--- src/rtl/button_events.sv ---
// Turns a debounced button level into one-cycle press/release/hold/repeat events
// and keeps a wrapping count of fire pulses (press or repeat).
module button_events #(
    parameter int HOLD_CYCLES   = 25_000_000,
    parameter int REPEAT_CYCLES = 5_000_000,
    parameter int CNT_W         = 25
) (
    input  logic       i_clock,
    input  logic       i_reset,
    input  logic       i_level,
    input  logic       i_enable,
    output logic       o_press,
    output logic       o_release,
    output logic       o_hold,
    output logic       o_repeat,
    output logic       o_fire,
    output logic       o_held,
    output logic [7:0] o_fire_count
);

    typedef enum logic [1:0] {
        ST_WAIT_LOW,
        ST_IDLE,
        ST_PRESSED,
        ST_HELD
    } state_t;

    localparam logic [CNT_W-1:0] HOLD_LAST   = CNT_W'(HOLD_CYCLES - 1);
    localparam logic [CNT_W-1:0] REPEAT_LAST = CNT_W'(REPEAT_CYCLES - 1);

    state_t           r_state;
    logic [CNT_W-1:0] r_timer;
    logic             r_press;
    logic             r_release;
    logic             r_hold;
    logic             r_repeat;
    logic             r_fire;
    logic             r_held;
    logic [7:0]       r_fire_count;

    logic w_active;
    logic w_hold_due;
    logic w_repeat_due;

    assign w_active     = (r_state == ST_PRESSED) || (r_state == ST_HELD);
    assign w_hold_due   = (r_timer == HOLD_LAST);
    assign w_repeat_due = (r_timer == REPEAT_LAST);

    // NOTE: every state and output register is written with <= so all of them
    // update together from the same pre-edge values, which keeps pulses aligned.
    always_ff @(posedge i_clock or posedge i_reset) begin
        if (i_reset) begin
            r_state      <= ST_WAIT_LOW;
            r_timer      <= '0;
            r_press      <= 1'b0;
            r_release    <= 1'b0;
            r_hold       <= 1'b0;
            r_repeat     <= 1'b0;
            r_fire       <= 1'b0;
            r_held       <= 1'b0;
            r_fire_count <= 8'd0;
        end else begin
            r_press  <= 1'b0;
            r_release <= 1'b0;
            r_hold   <= 1'b0;
            r_repeat <= 1'b0;
            r_fire   <= 1'b0;

            if (!i_enable) begin
                // Closing an open press with a release keeps press/release paired.
                r_release <= w_active;
                r_held    <= 1'b0;
                r_state   <= ST_WAIT_LOW;
                r_timer   <= '0;
            end else begin
                case (r_state)
                    ST_WAIT_LOW: begin
                        if (!i_level) begin
                            r_state <= ST_IDLE;
                        end
                    end
                    ST_IDLE: begin
                        if (i_level) begin
                            r_state      <= ST_PRESSED;
                            r_timer      <= '0;
                            r_press      <= 1'b1;
                            r_fire       <= 1'b1;
                            r_fire_count <= r_fire_count + 8'd1;
                        end
                    end
                    ST_PRESSED: begin
                        if (!i_level) begin
                            r_state   <= ST_IDLE;
                            r_timer   <= '0;
                            r_release <= 1'b1;
                        end else if (w_hold_due) begin
                            r_state <= ST_HELD;
                            r_timer <= '0;
                            r_hold  <= 1'b1;
                            r_held  <= 1'b1;
                        end else begin
                            r_timer <= r_timer + 1'b1;
                        end
                    end
                    ST_HELD: begin
                        if (!i_level) begin
                            r_state   <= ST_IDLE;
                            r_timer   <= '0;
                            r_release <= 1'b1;
                            r_held    <= 1'b0;
                        end else if (w_repeat_due) begin
                            r_timer      <= '0;
                            r_repeat     <= 1'b1;
                            r_fire       <= 1'b1;
                            r_fire_count <= r_fire_count + 8'd1;
                        end else begin
                            r_timer <= r_timer + 1'b1;
                        end
                    end
                    default: begin
                        r_state <= ST_WAIT_LOW;
                        r_timer <= '0;
                    end
                endcase
            end
        end
    end

    assign o_press      = r_press;
    assign o_release    = r_release;
    assign o_hold       = r_hold;
    assign o_repeat     = r_repeat;
    assign o_fire       = r_fire;
    assign o_held       = r_held;
    assign o_fire_count = r_fire_count;

endmodule

--- config.mk ---
export PLATFORM = sky130hd
export DESIGN_NAME = button_events
export DESIGN_NICKNAME = d
export VERILOG_FILES = /design/src/rtl/button_events.sv
export SDC_FILE = /design/constraint.sdc
export NUM_CORES = 1
export LEC_CHECK = 0
export CAP_MARGIN = 15
export CORE_ASPECT_RATIO = 1.75
export CORE_MARGIN = 5
export CORE_UTILIZATION = 50
export DETAILED_ROUTE_END_ITERATION = 6
export PLACE_DENSITY = 0.73
export SLEW_MARGIN = 20
export SYNTH_ARGS = -nofsm -noshare
export SYNTH_HDL_FRONTEND = slang
export SYNTH_SLANG_ARGS = --single-unit
export TNS_END_PERCENT = 1
--- constraint.sdc ---
create_clock -name i_clock -period 3.93 [get_ports i_clock]
set_input_delay 0.786 -clock i_clock [delete_from_list [all_inputs] [get_ports i_clock]]
set_output_delay 0.786 -clock i_clock [all_outputs]
set_load 0.02 [all_outputs]
==> qor.txt <==
DRC = 0
WS Path Type = in -> reg
post-synthesis sequential area ratio = 0.430
syn nets = 244
Slew Limit Fails = 0
crit share post-route = 0.668
Mapped Area = 0.00239 sq mm
DRT Pass-1 Iters = 4
I/O Buffers = 17
max-cap violations = 0
Post-synth EDFFs = 0
Slew HR = 0.474
largest net degree at the start of global routing = 42
clock-pin slew on the worst setup and hold paths = 0.08 ns
outcome = finished, final reports clean
Synth Instances = 234
CTS tree = yes
final-report hold violation count = 0
total gr overflow = 0
predominant post-synthesis flop cell = dfrtp_1
top cells by area, synth = dfrtp_1, xnor2_1, a21oi_2
fraction of registers with async set/reset = 1.00
layout overhead on the synthesized area = 13.5%
Final min period = 2.62 ns
wire length on met3 = 201 um
leading area contributor after synthesis = dfrtp_1
CTS Sinks = 41
post-layout util = 0.580
IO Count = 18
Antenna Cells = 0
clk_skew = 0.00625 ns
final antenna-violating net count = 0
area share of the largest cell type after synthesis = 0.430
H-tree depth = 2
placeable core region = 0.00467 sq mm
type of origin of the critical path = input port
Clk Latency, worst-skew pair = 0.30 ns
cts hold-fix bufs = 0
Vias/cell = 6.00
top layer in use = met4
most instantiated cells after synthesis = dfrtp_1, nand2_1, nand4_1, xnor2_1
drt total wl = 4.90 mm
Final nets = 260
setup_tns = 0 ns
number of global-route vias before repair = 1789
design area = 0.00271 sq mm
Worst Tran Pin Value = 0.789 ns
Worst EP arrival = 2.77 ns
cts bufs inserted = 5
peak fanout along the critical path = 17
cell leakage power = 1.12 nW
DR iter-0 viols = 101
ratio of cells with drive above 1 in the final layout = 0.124
FP Rows = 33
Root Buffer = clkbuf_8
Placed Area = 0.00257 sq mm
routability cong. = 0.783
Syn. warnings = 0
Hold/Removal Path Class = reg -> reg
post-DR wirelength/cell = 16.2 um
first-pass GRT wire length = 8.36 mm
met1 wire length = 1.89 mm
Netlist cell types = 47
RSZ-0062 raised after global routing = no
metal2 WL = 2.72 mm
Worst setup EP type = register
fmax = 381 MHz
post-DP HPWL = 3.42 mm
Post-CTS Setup Bufs = 0
Final setup viols = 0
GRT Total Usage = 0.163
syn avg cell area = 10.2 sq um
Synth Register Bits = 41
Max Root-Sink Buffers = 2
die span in x = 62.2 um
worst vdd ir = 0.323 mV
initial core utilization = 0.511
WP data required = 4.08 ns
total number of vias = 1817
most common cell in the synthesized netlist = dfrtp_1
CTS resizes = 0
initial antenna violation count = 0
die height = 101 um
die area = 0.00631 sq mm
PwrDens = 465 mW/mm^2
-- through the flow --
stage / setup slack, ns / hold slack, ns / total power (W) / std cells
global placement: 1.01 / 0.470 / 0.000857 / 295
global route: 1.08 / 0.503 / 0.00132 / 303
floorplan: 1.65 / 0.508 / 0.000747 / 234
CTS: 1.28 / 0.482 / 0.00127 / 303
detailed placement: 0.976 / 0.468 / 0.000866 / 295
finish: 1.31 / 0.478 / 0.00126 / 303
-- registers in the layout, summed over array words and instances, names as in the netlist --
signal and count:
o_press 1, o_hold 1, o_release 1, o_repeat 1, o_fire_count 8, r_timer 25
o_held 1, o_fire 1, r_state 2
-- path summary, 6_finish.rpt --
kind,startpoint,endpoint,slack (ns),depth (start not counted)
min,o_fire_count[7],o_fire_count[7],0.48,1
max in group asynchronous,i_reset,o_release,2.65,3
max,i_level,r_timer[7],1.31,5
min in group asynchronous,i_reset,o_fire_count[2],0.91,3
max reg2reg,r_timer[15],r_timer[7],1.35,5
min reg2reg,o_fire_count[7],o_fire_count[7],0.48,1
-- final cells by class --
| type | instances | area [sq um] |
|---|---|---|
| fill | 408 | 1960 |
| clock inverter | 3 | 65.1 |
| tap | 52 | 65.1 |
| inverter | 8 | 30.0 |
| timing repair buffer | 20 | 193 |
| sequential | 41 | 1030 |
| multi-input combinational | 174 | 1260 |
| clock buffer | 5 | 68.8 |
-- cell families after synthesis --
family / after synthesis / share of synthesized area
compound gates: 46 / 0.153
mux: 4 / 0.0173
buf+inv: 19 / 0.0435
fa+ha+maj: 6 / 0.0315
flops: 41 / 0.430
simple gates: 96 / 0.244
xor+xnor: 22 / 0.0808
-- worst max-delay path: stages --
cell and delay (ns):
clkdlybuf4s50_1 0.58, nand3_1 0.25, o21bai_2 0.24, and2_1 0.71, o21ai_0 0.20
-- per-layer routing --
metal  vias to the layer above  global-route usage
met1                       880               0.170
met5                         -                   0
met3                         7              0.0311
met2                        43               0.311
met4                         0              0.0701
li1                        887                   -
-- power by group --
group / switching, W / internal [W] / total, W
sequential: 0.0000426 / 0.000462 / 0.000504
combinational: 0.000213 / 0.000137 / 0.000350
clock: 0.000153 / 0.000252 / 0.000405
total: 0.000409 / 0.000851 / 0.00126
-- cells in the final DEF (no fill, tap or decap), types with 2 or more instances in the layout --
cell type	n
a21o_1	3
a21oi_1	10
a21oi_2	10
a221o_1	4
a22oi_1	3
and2_1	6
and3_1	6
and4_1	5
buf_4	3
bufinv_16	2
clkbuf_8	5
clkdlybuf4s50_1	17
dfrtp_1	41
ha_1	6
inv_1	8
mux2i_1	3
nand2_1	20
nand2b_1	5
nand3_1	10
nand4_1	14
nor2_1	6
nor2b_1	3
nor3_1	4
nor4_1	6
nor4b_1	2
o21ai_0	4
o31ai_1	3
o31ai_4	2
or4_1	2
xnor2_1	14
xor2_1	8
Note: power is estimated with default switching activity, not from simulation.
